File: src/rtl/vector_line_engine.sv
// Vector command engine: accepts move/line commands and streams beam samples,
// rasterising lines with Bresenham steps under valid/ready backpressure.
module vector_line_engine #(
    parameter int OUT_WIDTH = 8,
    parameter int ERR_WIDTH = OUT_WIDTH + 2
) (
    input  logic                 clk,
    input  logic                 rst_n,
    input  logic                 in_valid,
    output logic                 in_ready,
    input  logic [OUT_WIDTH-1:0] in_x,
    input  logic [OUT_WIDTH-1:0] in_y,
    input  logic                 in_pos,
    input  logic                 in_line,
    input  logic                 in_last,
    output logic                 out_valid,
    input  logic                 out_ready,
    output logic [OUT_WIDTH-1:0] out_x,
    output logic [OUT_WIDTH-1:0] out_y,
    output logic                 out_blank,
    output logic                 out_last,
    output logic                 busy
);
    // Both ports: a transfer happens on a rising edge where valid && ready;
    // out_valid and the sample fields stay stable until that edge.
    typedef enum logic [1:0] {IDLE = 2'd0, SETUP = 2'd1, DRAW = 2'd2, MOVE = 2'd3} state_t;

    localparam logic [OUT_WIDTH-1:0] ONE = OUT_WIDTH'(1);
    localparam logic [OUT_WIDTH-1:0] TWO = OUT_WIDTH'(2);

    state_t state, state_nxt;

    logic [OUT_WIDTH-1:0]        cur_x, cur_y, tgt_x, tgt_y, px, py, cnt;
    logic                        last_r, x_inc, y_inc;
    logic signed [ERR_WIDTH-1:0] dx, dy, err;

    logic                        accept, out_hs;
    logic [OUT_WIDTH-1:0]        adx, ady, len;
    logic                        x_inc0, y_inc0;
    logic signed [ERR_WIDTH-1:0] dx0, dy0;

    logic [OUT_WIDTH-1:0]        st_px, st_py, nxt_px, nxt_py;
    logic                        st_xi, st_yi, step_x, step_y;
    logic signed [ERR_WIDTH-1:0] st_err, st_dx, st_dy, nxt_err;
    logic signed [ERR_WIDTH:0]   e2, dx_e, dy_e;

    assign accept = in_valid && in_ready;
    assign out_hs = out_valid && out_ready;

    // Line parameters derived from the current position and latched target.
    always_comb begin
        x_inc0 = (tgt_x >= cur_x);
        y_inc0 = (tgt_y >= cur_y);
        adx    = x_inc0 ? (tgt_x - cur_x) : (cur_x - tgt_x);
        ady    = y_inc0 ? (tgt_y - cur_y) : (cur_y - tgt_y);
        len    = (adx >= ady) ? adx : ady;
        dx0    = $signed(ERR_WIDTH'(adx));
        dy0    = -$signed(ERR_WIDTH'(ady));
    end

    // One Bresenham step; SETUP feeds it the fresh line so the first sample
    // is ready one cycle after setup instead of two.
    always_comb begin
        if (state == SETUP) begin
            st_px  = cur_x;
            st_py  = cur_y;
            st_err = dx0 + dy0;
            st_dx  = dx0;
            st_dy  = dy0;
            st_xi  = x_inc0;
            st_yi  = y_inc0;
        end else begin
            st_px  = px;
            st_py  = py;
            st_err = err;
            st_dx  = dx;
            st_dy  = dy;
            st_xi  = x_inc;
            st_yi  = y_inc;
        end
        e2     = $signed({st_err, 1'b0});
        dx_e   = {st_dx[ERR_WIDTH-1], st_dx};
        dy_e   = {st_dy[ERR_WIDTH-1], st_dy};
        step_x = (e2 >= dy_e);
        step_y = (e2 <= dx_e);
        nxt_err = st_err;
        if (step_x) nxt_err = nxt_err + st_dy;
        if (step_y) nxt_err = nxt_err + st_dx;
        nxt_px = st_px;
        if (step_x) nxt_px = st_xi ? (st_px + ONE) : (st_px - ONE);
        nxt_py = st_py;
        if (step_y) nxt_py = st_yi ? (st_py + ONE) : (st_py - ONE);
    end

    always_ff @(posedge clk or negedge rst_n) begin
        if (!rst_n) state <= IDLE;
        else        state <= state_nxt;
    end

    always_comb begin
        state_nxt = state;
        case (state)
            IDLE:  if (accept) begin
                       if (in_pos)       state_nxt = MOVE;
                       else if (in_line) state_nxt = SETUP;
                   end
            SETUP: state_nxt = DRAW;
            DRAW:  if (out_hs && cnt == ONE) state_nxt = IDLE;
            MOVE:  if (out_hs) state_nxt = IDLE;
            default: state_nxt = IDLE;
        endcase
    end

    always_comb begin
        in_ready = (state == IDLE);
        busy     = (state != IDLE);
    end

    always_ff @(posedge clk or negedge rst_n) begin
        if (!rst_n) begin
            cur_x     <= '0;
            cur_y     <= '0;
            tgt_x     <= '0;
            tgt_y     <= '0;
            px        <= '0;
            py        <= '0;
            cnt       <= '0;
            last_r    <= 1'b0;
            x_inc     <= 1'b0;
            y_inc     <= 1'b0;
            dx        <= '0;
            dy        <= '0;
            err       <= '0;
            out_valid <= 1'b0;
            out_x     <= '0;
            out_y     <= '0;
            out_blank <= 1'b1;
            out_last  <= 1'b0;
        end else begin
            case (state)
                IDLE: begin
                    // No-op commands are consumed without touching any state.
                    if (accept && (in_pos || in_line)) begin
                        tgt_x  <= in_x;
                        tgt_y  <= in_y;
                        last_r <= in_last;
                    end
                    if (accept && in_pos) begin
                        out_valid <= 1'b1;
                        out_x     <= in_x;
                        out_y     <= in_y;
                        out_blank <= 1'b1;
                        out_last  <= in_last;
                    end
                end
                SETUP: begin
                    dx        <= dx0;
                    dy        <= dy0;
                    x_inc     <= x_inc0;
                    y_inc     <= y_inc0;
                    out_valid <= 1'b1;
                    out_blank <= 1'b0;
                    if (len == '0) begin
                        cnt      <= ONE;
                        out_x    <= tgt_x;
                        out_y    <= tgt_y;
                        out_last <= last_r;
                    end else begin
                        cnt      <= len;
                        px       <= nxt_px;
                        py       <= nxt_py;
                        err      <= nxt_err;
                        out_x    <= nxt_px;
                        out_y    <= nxt_py;
                        out_last <= last_r && (len == ONE);
                    end
                end
                DRAW: begin
                    if (out_hs) begin
                        if (cnt == ONE) begin
                            cur_x     <= tgt_x;
                            cur_y     <= tgt_y;
                            out_valid <= 1'b0;
                            out_last  <= 1'b0;
                        end else begin
                            cnt      <= cnt - ONE;
                            px       <= nxt_px;
                            py       <= nxt_py;
                            err      <= nxt_err;
                            out_x    <= nxt_px;
                            out_y    <= nxt_py;
                            out_last <= last_r && (cnt == TWO);
                        end
                    end
                end
                MOVE: begin
                    if (out_hs) begin
                        cur_x     <= tgt_x;
                        cur_y     <= tgt_y;
                        out_valid <= 1'b0;
                        out_last  <= 1'b0;
                    end
                end
                default: ;
            endcase
        end
    end

endmodule

File: config.mk
export PLATFORM = sky130hd
export DESIGN_NAME = vector_line_engine
export DESIGN_NICKNAME = d
export VERILOG_FILES = /design/src/rtl/vector_line_engine.sv
export SDC_FILE = /design/constraint.sdc
export NUM_CORES = 1
export LEC_CHECK = 0
export CELL_PAD_IN_SITES_DETAIL_PLACEMENT = 0
export CELL_PAD_IN_SITES_GLOBAL_PLACEMENT = 1
export CORE_UTILIZATION = 41
export CTS_CLUSTER_SIZE = 24
export DETAILED_ROUTE_END_ITERATION = 8
export PLACE_DENSITY_LB_ADDON = 0.1
export RECOVER_POWER = 50
export SLEW_MARGIN = 25
export SYNTH_ARGS = -nofsm -noshare
export SYNTH_HDL_FRONTEND = slang
export SYNTH_SLANG_ARGS = --single-unit
File: constraint.sdc
create_clock -name clk -period 17.3 [get_ports clk]
set_input_delay 3.46 -clock clk [delete_from_list [all_inputs] [get_ports clk]]
set_output_delay 3.46 -clock clk [all_outputs]
set_load 0.01 [all_outputs]
# Yosys cells after proc, flatten, opt, wreduce, memory -nomap -nowiden
# Index checks and enable logic that the tools add are counted.
# W data, S select, Z words.
[totals] output_inout_bits=21 input_bits=23 elab_cells=139 register_bits=110
[classes] n_eq_ne=15 addsub=13 n_mux=63 n_lt_le_gt_ge=5 reduce_logical=24
[ops] cell="$mux W8" count=28
[ops] cell="$mux W10" count=8
[ops] cell="$pmux W8 S2" count=5
[ops] cell="$pmux W8 S3" count=2
[ops] cell="$sub A8 B8 Y8" count=4
[ops] cell="$ge A8 B8 Y1" count=3
[ops] cell="$sub A8 B1 Y8 const B" count=3
[ops] cell="$add A10 B10 Y10" count=2
[ops] cell="$pmux W10 S2" count=1
[ops] cell="$reduce_and A4 Y1" count=5
[ops] cell="$add A8 B1 Y8 const B" count=2
[ops] cell="$eq A8 B1 Y1 const B" count=2
[ops] cell="$ne A2 B2 Y1 const B" count=6
[ops] cell="$ge A11 B10 Y1" count=1
[ops] cell="$le A11 B10 Y1" count=1
[ops] cell="$add A9 B10 Y10" count=1
[ops] cell="$mux W1" count=10
[ops] cell="$mux W2" count=5
[ops] cell="$neg A8 Y10" count=1
[ops] cell="$eq A8 B2 Y1 const B" count=1
[ops] cell="$logic_not A8 Y1" count=1
[ops] cell="$pmux W1 S4" count=2
[ops] cell="$pmux W2 S4" count=1
[ops] cell="$reduce_bool A2 Y1" count=4
[ops] cell="other kinds (11)" count=21

# Depth between registers and ports, before layout
# Gate-level depths: netlist of run 1.
[depth] depth_word=12 mapped_depth=43 depth_no_buf=42

# Worst setup path before layout of run 1
# OpenSTA, ideal clock, no wires.
[synth_timing] path_kind="register to register" from="register tgt_y[5]" to="register err[9]" synth_period_minus_slack_ns=8.240 t_required_ns=17.175 stages_incl_launch_ff=39 path_slack_ns=9.060 path_buffers=2 arrival_ns=8.115 setup_time_ns=0.125 cell_sequence="dfrtp_1 -> ha_1 -> buf_4 -> a211oi_1 -> o21ai_2 -> nor2_4 -> mux2i_1 -> ha_1 -> nand2b_1 -> mux2i_1 -> and2_0 -> xnor2_1 -> ha_1 -> a21boi_0 -> o21ai_0 -> and3_1 -> o31ai_1 -> ha_1 -> (+3 left out) -> a211oi_1 -> maj3_1 -> o21ai_0 -> a41o_1 -> buf_2 -> mux2i_1 -> inv_1 -> ha_1 -> a21o_1 -> a21oi_1 -> o21bai_1 -> a21oi_1 -> o21ai_0 -> a21oi_1 -> nor2b_1 -> o311ai_0 -> xnor2_1 -> mux2_2"
[synth_via] elab_chain_len=12 elab_cells_between_ends=23 cone_classes="add/sub: 6; order compare: 4; eq/ne: 1; mux: 10; reduce/logical: 2"
[synth_lines] element="from (decl)" line_no="33" rtl="logic [OUT_WIDTH-1:0] cur_x, cur_y, tgt_x, tgt_y, px, py, cnt;"
[synth_lines] element="from (signal assigned)" line_no="145" rtl="tgt_y <= in_y;"
[synth_lines] element="$sub A8 B8 Y8 or $ge A8 B8 Y1 (tied branches)" line_no="55, 53"
[synth_lines] element="$mux W8 *" line_no="55" rtl="ady = y_inc0 ? (tgt_y - cur_y) : (cur_y - tgt_y);"
[synth_lines] element="$neg A8 Y10" line_no="58" rtl="dy0 = -$signed(ERR_WIDTH'(ady));"
[synth_lines] element="$add A9 B10 Y10" line_no="67" rtl="st_err = dx0 + dy0;"
[synth_lines] element="$mux W10" line_no="64" rtl="if (state == SETUP) begin"
[synth_lines] element="$add A10 B10 Y10 or $ge A11 B10 Y1 (tied branches)" line_no="87, 84"
[synth_lines] element="$mux W10" line_no="87" rtl="if (step_x) nxt_err = nxt_err + st_dy;"
[synth_lines] element="$add A10 B10 Y10" line_no="88" rtl="if (step_y) nxt_err = nxt_err + st_dx;"
[synth_lines] element="$mux W10" line_no="88"
[synth_lines] element="$mux W10" line_no="180" rtl="if (cnt == ONE) begin"
[synth_lines] element="$mux W10" line_no="179" rtl="if (out_hs) begin"
[synth_lines] element="$pmux W10 S2" line_no="140" rtl="case (state)"
[synth_lines] element="to (signal assigned)" line_no="172" rtl="err <= nxt_err;"
[synth_lines] element="to (signal assigned)" line_no="189" rtl="err <= nxt_err;"
[synth_lines] element="to (decl)" line_no="35" rtl="logic signed [ERR_WIDTH-1:0] dx, dy, err;"
# Mark *: on every way between the ends. The rest lies on a longest branch, timed or not. The select of a mux whose other input is x is not followed.
# A chain may end at the register's enable or synchronous reset.

# Final worst setup path of run 1
[layout_timing] from="register tgt_y[0]" to="register err[9]"
# The elaborated chain is that of the path after synthesis.

==> impl_metrics.tcl, run 1 <==
set metrics [dict create \
    fmax_mhz 95.8 \
    yosysUniqueCellTypes 80 \
    status "finished, violations left" \
    hp-start "err[0]" \
    setup_viol 0 \
    drc 0 \
    layout_common_cells "dfrtp_1 (109), ha_1 (103), inv_1 (94)" \
    cp_slowest_stage_delay_ps 750 \
    synthCells 1090 \
    crit_required_ps 17560 \
    clk_path_buf_depth 2 \
    layout_commonest_cell "dfrtp_1" \
    drtPass1Iterations 5 \
    slew_headroom_pct -140 \
    fin_setup_tns_ps 0 \
    hold_buffers 0 \
    synthesis.nets 1225 \
    cpMostUsedCell "ha_1" \
    crit_path_start_kind "flop" \
    grt_max_degree 63 \
    grt_pass1_vias 7633 \
    insertion_delay_ps 370 \
    synth_area_per_cell_um2 8.92 \
    via_count 7863 \
    cts_inserted_buffers 9 \
    slew_violations 160 \
    cp_max_fo 23 \
    r2r-start "tgt_y[0]" \
    hp-class "flop to flop" \
    antenna_cells 0 \
    coreArea_um2 23000 \
    timing.critical_path.from "tgt_y[0]" \
    synth_area_um2 9730 \
    end_kind "flop" \
    hpwlAfterDp_um 20300 \
    hold_violations 0 \
    die_h_um 156 \
    clock_sinks 110 \
    async_reset_ff_share_pct 100 \
    design.die.area_um2 24300 \
    drt_iter0_drc 463 \
    numPortBuffers 43 \
    wl_per_cell_um 18.7 \
    violations "capacitance limit, slew limit" \
    tritoncts "yes" \
    worst_pin_slew_ps 3600 \
    gp_congestion 0.871 \
    grtUsageTotal_pct 22.8 \
    overflow 0 \
    min_period_over_period_pct 60.3 \
    nNetsFinal 1245 \
    drive_above_1_share_pct 11.0 \
    ys.flop_type "dfrtp_1" \
    grt_pass1_wl_um 42800 \
    synth_edf_count 0 \
    rsz0062_at_grt "false" \
    antenna_found_initial 0 \
    syn2layout_area_growth_pct 10.1 \
    pin_count 44 \
    cts-root-buf "clkbuf_16" \
    die_w_um 156 \
    worst_clock_skew_ps 13.3 \
    postCtsSetupBuffers 0 \
    wl_um 26700 \
    clk_pin_slew_worst_paths_ps 80 \
    yosys_warnings 0 \
    top_regs "dx (10), dy (10), err (10)" \
    synth_seq_cells 110 \
    h-tree-depth 3 \
    arrival_ps 10690 \
    cts_resized 0 \
    crit_slowest_cell "a41o_1" \
    rows 55 \
    seq_area_frac_synth_pct 28.3 \
    critPathKind "flop to flop" \
    viasPerCell 5.51 \
    ant_nets 0 \
    num-fill-cells 2311 \
    start_util_pct 42.3 \
    min_period_ps 10430 \
    maxCapViolCount 3 \
]
-- cell families after synthesis --
| logic type | synth area share, % |
|---|---|
| AOI/OAI and AO/OA | 21.6 |
| and+or+nand+nor | 12.6 |
| buffers and inverters | 5.98 |
| adders and majority gates | 15.3 |
| DFF | 28.3 |
| muxes | 11.7 |
| xor gates and xnor gates | 4.58 |
-- metal layers --
| layer | part of all wire, % | wire, µm | GRT usage [%] | vias to the layer above |
|---|---|---|---|---|
| li1 | - | - | - | 3961 |
| met1 | 51 | 13700 | 32.8 | 3745 |
| met2 | 44 | 11800 | 36.4 | 136 |
| met3 | 2.6 | 699 | 2.31 | 21 |
| met4 | 1.6 | 439 | 5.79 | 0 |
| met5 | 0 | 0 | 0 | - |
-- metrics by stage --
step	hold WS (ps)	std cells	utilization, %	setup slack (ps)	area, µm²
3_5_place_dp	478	1412	45.4	7340	10400
2_1_floorplan	442	1090	-	9060	9730
5_1_grt	512	1428	46.6	5910	10700
3_3_place_gp	469	1412	45.4	7560	10400
6_report	487	1428	46.6	6870	10700
4_1_cts	498	1428	46.8	7280	10800
-- cell usage after synthesis, drive strengths merged, types with 5 or more instances --
master,n,share of area [%]
dfrtp,109,28
ha,103,13
inv,94,3.6
nand2,89,3.5
nor2,85,3.4
o21ai,84,4.4
mux2,72,8.4
a21oi,66,3.5
mux2i,32,3.3
xnor2,32,3.0
clkbuf,24,0.93
a21o,23,1.8
buf,22,1.4
a211oi,21,1.6
a221oi,18,2.2
xor2,18,1.6
nand3,15,0.77
nor3,15,0.77
nor2b,13,0.84
a31oi,10,0.80
o21a,10,0.77
o21bai,10,0.77
fa,9,1.9
o211ai,8,0.67
or4,8,0.69
nand4,7,0.45
nand2b,6,0.39
o31ai,6,0.46
or2,6,0.39
nor4,5,0.32
-- cell type report --
type / count / area (µm²) / share of cell area (%)
Clock buffer: 9 / 225 / 2.10
Clock inverter: 7 / 93.8 / 0.876
Inverter: 94 / 353 / 3.29
Multi-Input combinational cell: 840 / 6400 / 59.7
Sequential cell: 110 / 2750 / 25.7
Tap cell: 313 / 392 / 3.66
Timing Repair Buffer: 55 / 499 / 4.66
-- path summary, 6_finish.rpt --
check,slack (ps),depth (start not counted),endpoint
max,6870,39,err[9]
min,490,2,err[0]
max reg2reg,6870,39,err[9]
min reg2reg,490,2,err[0]
max in group asynchronous,8740,2,cnt[4]
min in group asynchronous,4020,1,dx[8]
-- critical path, delay by kind of cell, from the launching register on --
family / cells / cell delay [ps]
buffers and inverters: 3 / 230
flip-flops: 1 / 440
AND/OR/NAND/NOR: 6 / 1470
multiplexers: 4 / 1580
AO/OA/AOI/OAI: 17 / 4120
adder cells (fa/ha/maj): 7 / 2230
XOR/XNOR: 2 / 250
Power of run 1 is not shown: default switching activity piles up to over one toggle a cycle in this logic, so the estimate is an artifact.
==> inputs of run 2 (changes only) <==
==> constraint.sdc (replaced) <==
create_clock -name clk -period 10.3 [get_ports clk]
set_input_delay 2.06 -clock clk [delete_from_list [all_inputs] [get_ports clk]]
set_output_delay 2.06 -clock clk [all_outputs]
set_load 0.01 [all_outputs]
==> run 2 against run 1 <==
- the flow still finishes with violations (capacitance limit, slew limit)
- clock-buffer cell count is the same
- die area unchanged
- register-to-register slack worse by 6000 ps
- maximum frequency is 11% higher
- sequential share of layout area shrank 0.15 points
- first-iteration DRC count increased by 19%
- flip-flop and latch count unchanged
- non-clock buffer count rose by 4
- via count is 1.4% higher
- global-route usage grew 0.34 points
- wire length up 0.93%
- final area grew 0.57%
==> impl_metrics.tcl, run 2 (same netlist as run 1, synthesis figures left out) <==
set metrics [dict create \
    slew_violations 138 \
    fin_ws_ps 899 \
    worst_pin_slew_ps 3700 \
    drive_above_1_share_pct 12.0 \
    overflow 0 \
    hold_buffers 0 \
    use_met2_pct 35.8 \
    slew_headroom_pct -146 \
    multiInputGateArea_um2 6420 \
    min_period_ps 9400 \
    hold_violations 0 \
    coreArea_um2 23000 \
    design.die.area_um2 24300 \
    violations "capacitance limit, slew limit" \
    gp_congestion 0.854 \
    use_met1_pct 34.2 \
    end_kind "flop" \
    viasPerCell 5.57 \
    arrival_ps 9650 \
    antenna_cells 0 \
    syn2layout_area_growth_pct 10.8 \
    top_regs "dx (10), dy (10), err (10)" \
    min_period_over_period_pct 91.3 \
    drtPass1Iterations 5 \
    drc 0 \
    maxCapViolCount 3 \
    via_count 7970 \
    fmax_mhz 106 \
    grt_max_degree 69 \
    rows 55 \
    hpwlAfterDp_um 20300 \
    drt_iter0_drc 553 \
    r2r-start "tgt_y[0]" \
    nNetsFinal 1249 \
    wl_per_cell_um 18.8 \
    grt_pass1_wl_um 43700 \
    hp-class "flop to flop" \
    layout_common_cells "dfrtp_1 (109), ha_1 (103), inv_1 (94)" \
    crit_required_ps 10550 \
    h-tree-depth 3 \
    top_usage_layer "met2" \
    clk_path_buf_depth 2 \
    layout_commonest_cell "dfrtp_1" \
    cpMostUsedCell "ha_1" \
    fin_setup_tns_ps 0 \
    critPathKind "flop to flop" \
    wl_um 27000 \
    die_w_um 156 \
    hp-start "err[6]" \
    cts_inserted_buffers 9 \
    crit_slowest_cell "dfrtp_1" \
    insertion_delay_ps 370 \
    grtUsageMet3_pct 2.83 \
    dp_slack_ps 681 \
    antenna_found_initial 0 \
    cp_slowest_stage_delay_ps 440 \
    tritoncts "yes" \
    crit_path_start_kind "flop" \
    setup_viol 0 \
    start_util_pct 42.3 \
    grt_pass1_vias 7820 \
    clk_pin_slew_worst_paths_ps 80 \
    final_util_pct 46.9 \
    status "finished, violations left" \
    ff_latch_area_um2 2750 \
    die_h_um 156 \
    cp_max_fo 10 \
    grtUsageTotal_pct 23.2 \
    pin_count 44 \
    rsz0062_at_grt "false" \
    timing.critical_path.from "tgt_y[0]" \
    ant_nets 0 \
    num-fill-cells 2300 \
    numPortBuffers 43 \
    worst_clock_skew_ps 14.4 \
    cts-root-buf "clkbuf_16" \
    clock_sinks 110 \
]
run 2: routing by layer:
layer / wire length (µm) / up-vias
met5: 0 / -
met4: 370 / 0
met3: 1070 / 20
met2: 11900 / 154
met1: 13600 / 3827
li1: - / 3969
run 2: worst paths after layout:
kind | endpoint | slack [ps] | cells after the start
hold reg to reg | err[6] | 490 | 2
setup / recovery | err[9] | 900 | 39
max in group asynchronous | cur_x[5] | 3200 | 2
min in group asynchronous | err[9] | 2560 | 1
setup reg to reg | err[9] | 900 | 39
hold / removal | err[6] | 490 | 2
run 2: area by class of cell:
| cell class | instances | area share (%) |
|---|---|---|
| multi-input combinational | 840 | 59.6 |
| sequential | 110 | 25.6 |
| timing repair buffer | 59 | 5.03 |
| tap | 313 | 3.63 |
| inverter | 94 | 3.27 |
| clock buffer | 9 | 2.09 |
| clock inverter | 7 | 0.825 |
run 2: repair_timing:
action,4_1_cts,5_1_grt
setup buffers,0,0
endpoints found under the hold margin,0,0
setup endpoints to repair,0,1
resized for setup,0,3
run 2: worst max-delay path, delay by kind of cell, from the launching register on:
family / cells / cell delay [ps]
buffers and inverters: 3 / 390
multiplexers: 4 / 1370
flip-flops: 1 / 440
adder cells (fa/ha/maj): 7 / 2080
AND/OR/NAND/NOR: 6 / 1140
AO/OA/AOI/OAI: 17 / 3610
XOR/XNOR: 2 / 280
run 2: metrics by stage:
| stage | instances | area, µm² | hold slack (ps) |
|---|---|---|---|
| after detailed placement | 1416 | 10500 | 471 |
| after global placement | 1416 | 10500 | 463 |
| after floorplan | 1090 | 9730 | 442 |
| final | 1432 | 10800 | 489 |
| after global routing | 1432 | 10800 | 529 |
| after CTS | 1432 | 10800 | 490 |
Power of run 2 is left out for the same reason.
==> inputs of run 3 (changes only) <==
--- a/config.mk
+++ b/config.mk
@@ -8,6 +8,7 @@
 export CELL_PAD_IN_SITES_DETAIL_PLACEMENT = 0
 export CELL_PAD_IN_SITES_GLOBAL_PLACEMENT = 1
 export CORE_UTILIZATION = 41
+export CTS_CLUSTER_DIAMETER = 40
 export CTS_CLUSTER_SIZE = 24
 export DETAILED_ROUTE_END_ITERATION = 8
 export PLACE_DENSITY_LB_ADDON = 0.1
==> results of run 3 <==
No change in the layout: final DEF, timing and power equal those of run 2.
Power of run 3 is left out for the same reason.
